[src/rtl/xor_gate.sv]
// Bitwise two-operand XOR primitive: zero-latency combinational result plus a
// clocked observation path (registered result, XOR accumulator, parity, nonzero count).
module xor_gate #(
  parameter int WIDTH = 1,
  parameter int CNT_W = 8
) (
  input  logic             clk,
  input  logic             rst_n,
  output logic [WIDTH-1:0] a_xor_b,
  input  logic [WIDTH-1:0] a,
  input  logic [WIDTH-1:0] b,
  input  logic             en,
  input  logic             clr,
  output logic [WIDTH-1:0] a_xor_b_q,
  output logic [WIDTH-1:0] acc,
  output logic             parity,
  output logic [CNT_W-1:0] nz_cnt
);

  logic             nonzero;
  logic [CNT_W-1:0] cnt_inc;

  assign a_xor_b = a ^ b;
  assign nonzero = |a_xor_b;

  // Counter sticks at all-ones instead of wrapping.
  assign cnt_inc = (nz_cnt == '1) ? nz_cnt : nz_cnt + CNT_W'(1);

  // NOTE: sequential state uses non-blocking assignments so every register
  // samples pre-edge values regardless of statement order.
  always_ff @(posedge clk or negedge rst_n) begin
    if (!rst_n) begin
      a_xor_b_q <= '0;
      parity    <= 1'b0;
      acc       <= '0;
      nz_cnt    <= '0;
    end else begin
      if (en) begin
        a_xor_b_q <= a_xor_b;
        parity    <= ^a_xor_b;
      end
      // Clear wins over accumulate, but an enabled operand is loaded in the same edge.
      if (clr) begin
        acc    <= en ? a_xor_b : '0;
        nz_cnt <= (en && nonzero) ? CNT_W'(1) : '0;
      end else if (en) begin
        acc <= acc ^ a_xor_b;
        if (nonzero) nz_cnt <= cnt_inc;
      end
    end
  end

endmodule

[config.mk]
export PLATFORM = sky130hd
export DESIGN_NAME = xor_gate
export DESIGN_NICKNAME = d
export VERILOG_FILES = /design/src/rtl/xor_gate.sv
export SDC_FILE = /design/constraint.sdc
export NUM_CORES = 1
export LEC_CHECK = 0
export CAP_MARGIN = 40
export CORE_AREA = 2 2 39 41
export CTS_BUF_LIST = sky130_fd_sc_hd__clkbuf_4 sky130_fd_sc_hd__clkbuf_8
export DETAILED_ROUTE_END_ITERATION = 10
export DIE_AREA = 0 0 41 43
export DONT_BUFFER_PORTS = 1
export HOLD_SLACK_MARGIN = 0.1
export SKIP_LAST_GASP = 1
export SLEW_MARGIN = 25
export SYNTH_ARGS = -nofsm -noshare
export SYNTH_HDL_FRONTEND = slang
export SYNTH_SLANG_ARGS = --single-unit
[constraint.sdc]
create_clock -name clk -period 1.65 [get_ports clk]
set_clock_uncertainty 0.05 [all_clocks]
set_input_delay 0.165 -clock clk [delete_from_list [all_inputs] [get_ports clk]]
set_output_delay 0.165 -clock clk [all_outputs]
set_load 0.03 [all_outputs]
==> metrics.cfg <==
[logic_synthesis]
syn_nets = 59
synth_top_area_share_pct = 47.17
synth_seq_area_share_pct = 47.17
syn_avg_cell_area_um2 = 10.20
yosysUniqueCellTypes = 23
netlist_instances = 52
syn_area_um2 = 530.5
yosys-top-cells-area = dfrtp_1, a21oi_1, nand3_1
yosys.area.top_type = dfrtp_1
synth-seq-cells = 10
yosys_warnings = 0

[sta]
tightest_slew_ns = 0.5456
setup_viol = 0
hold_ws_ns = 0.1586
rsz0062_at_grt = false
hold_viol_final = 0
period_needed_ns = 1.539
finalCritPeriodShare_pct = 93.29
final.setup.tns_ns = 0
fmax_mhz = 649.6
drv_slew = 0
max_slew_margin_pct = 63.62
fin_ws_ns = 0.1107

[pwr]
pwr-share-comb_pct = 16.5
power_density_nw_per_um2 = 886.0
p_clk_share_pct = 36.4
internal-power_w = 0.0004357
ir_drop_uv = 546.5
p_sw_share_pct = 29.57
switchingPower_w = 0.0001829
pwr-share-seq_pct = 47.1
cellLeakagePower_nw = 0.2933

[floorplan]
die-area_um2 = 1763
start_util_pct = 38.34
fp.dieH_um = 43
die_w_um = 41
ioPinCount = 18
placementRows = 14
core_um2 = 1384

[cts]
clkTransAtPathRegs_ns = 0.07
cts_tree = done
cts_buffers = 3
clock_tree.buffer_depth = 2
clk_latency_ns = 0.27
cts-root-buf = clkbuf_4
htreeDepth = 1
cts_num_sinks = 10

[detailed_routing]
first_pass_iters = 4
drc = 0
wl_per_cell_um = 14.02
detail-route-antenna-nets = 0
wl_um = 1178
num_vias = 458
avgViaCountPerCell = 5.452
drt_iter0_markers = 11

[grt]
grt_pass1_vias = 434
grt_pass1_wl_um = 1918
antenna_found_initial = 0
overflow = 0
grt_max_degree = 16
grt_use_total_pct = 16.40

[run_status]
status = finished clean

[layout]
area_growth_syn_to_layout_pct = 31.60
drive_gt1_share_pct = 32.35
num_antenna_cells = 0
fin_nets = 76

[place]
place_hpwl_um = 783
io_buffers = 0
gp_congestion = 0.7753
place_ws_ns = 0.05358

[job]
drv_cap = 0

[setup_path]
cp-start-kind = flip-flop
path_class = reg -> reg
critPathCaptureType = flip-flop
cp.required_ns = 1.79
worstPathArrival_ns = 1.68
path_max_fanout = 8

[worst_hold_path]
hold_class = in -> reg

what timing repair did:
item,in CTS,in global routing
hold endpoints to repair,20,0
hold buffers,3,0
buffers inserted,0,2
resized for setup,0,3
setup endpoints to repair,0,4
cell usage after synthesis (all sizes together):
| master | n |
|---|---|
| a21oi | 6 |
| buf | 3 |
| dfrtp | 10 |
| ha | 1 |
| inv | 2 |
| mux2i | 1 |
| nand2 | 3 |
| nand3 | 5 |
| nand3b | 1 |
| nand4 | 1 |
| nor2 | 1 |
| nor2b | 1 |
| o211ai | 2 |
| o21ai | 4 |
| o31ai | 3 |
| or3 | 3 |
| or4 | 3 |
| xnor2 | 1 |
| xor2 | 1 |
kinds of logic (layout without fill, tap and decap cells):
group           count (synthesis)  after routing  synth area share [%]
simple gates                   18             18                 19.10
compound gates                 15             15                 19.10
flops                          10             10                 47.17
buf+inv                         5             21                 5.661
xor+xnor                        2              2                 4.718
fa+ha+maj                       1              1                 2.358
mux                             1              1                 1.887
per-layer routing:
metal / vias up / part of all wire, % / global-route usage, %
met5: - / 0 / 0
met3: 4 / 6.9 / 5.759
met4: 0 / 2.0 / 8.000
met1: 215 / 39 / 21.55
met2: 13 / 52 / 23.13
li1: 226 / - / -
cell type report:
| cell class | count | area (um2) |
|---|---|---|
| Fill cell | 139 | 685.7 |
| Clock buffer | 4 | 36.28 |
| Tap cell | 16 | 20.02 |
| Sequential cell | 10 | 252.7 |
| Timing Repair Buffer | 15 | 123.9 |
| Multi-Input combinational cell | 37 | 257.7 |
| Inverter | 2 | 7.507 |
per-stage QoR:
| stage | util, % | cells | power (W) | area, um2 |
|---|---|---|---|---|
| floorplan | - | 52 | 0.0003647 | 535.5 |
| global placement | 43.94 | 75 | 0.0003754 | 608.1 |
| detailed placement | 43.94 | 75 | 0.0003768 | 608.1 |
| CTS | 48.73 | 82 | 0.0006172 | 674.4 |
| global route | 50.45 | 84 | 0.0006483 | 698.2 |
| finish | 50.45 | 84 | 0.0006186 | 698.2 |
cell usage in the layout (no fill, tap or decap):
cell and n:
buf_4 11, clkbuf_8 1, o21ai_1 3, a21oi_1 6, o21ai_0 1, nand2_1 3
xor2_2 1, dfrtp_1 8, ha_2 1, o211ai_4 1, nor2_1 1, xnor2_1 1
dlygate4sd3_1 3, nand4_1 1, nand3b_1 1, o211ai_1 1, buf_6 1, o31ai_1 3
nand3_2 1, inv_1 2, clkbuf_4 3, or3_1 3, dfrtp_2 2, nor2b_1 1
or4_1 3, mux2i_1 1, nand3_1 4
worst paths after layout:
path | start | cells after the start | end | slack, ns
max in group asynchronous | rst_n | 1 | nz_cnt[0] | 1.00
hold / removal | en | 3 | nz_cnt[5] | 0.16
setup / recovery | nz_cnt[0] | 5 | nz_cnt[6] | 0.11
setup reg to reg | nz_cnt[0] | 5 | nz_cnt[6] | 0.11
min in group asynchronous | rst_n | 1 | nz_cnt[1] | 0.22
hold reg to reg | nz_cnt[1] | 3 | nz_cnt[1] | 0.61
flip-flops by register name, summed over array words and instances (netlist names):
| signal | count |
|---|---|
| parity | 1 |
| nz_cnt | 8 |
| acc | 1 |
worst max-delay path, cell delays in order (launching register included):
cell and delay (ns):
dfrtp_2 0.41, ha_2 0.22, nand3_2 0.10, o211ai_4 0.12
or4_1 0.42, a21oi_1 0.15
power groups by stage:
stage          Clock, W  Combinational, W  Sequential [W]
2_1_floorplan         0         0.0000587        0.000306
3_3_place_gp          0         0.0000797        0.000296
3_5_place_dp          0         0.0000808        0.000296
4_1_cts        0.000230         0.0000954        0.000292
5_1_grt        0.000241          0.000113        0.000294
6_report       0.000225          0.000102        0.000291
Note: power is estimated with default switching activity, not from simulation.
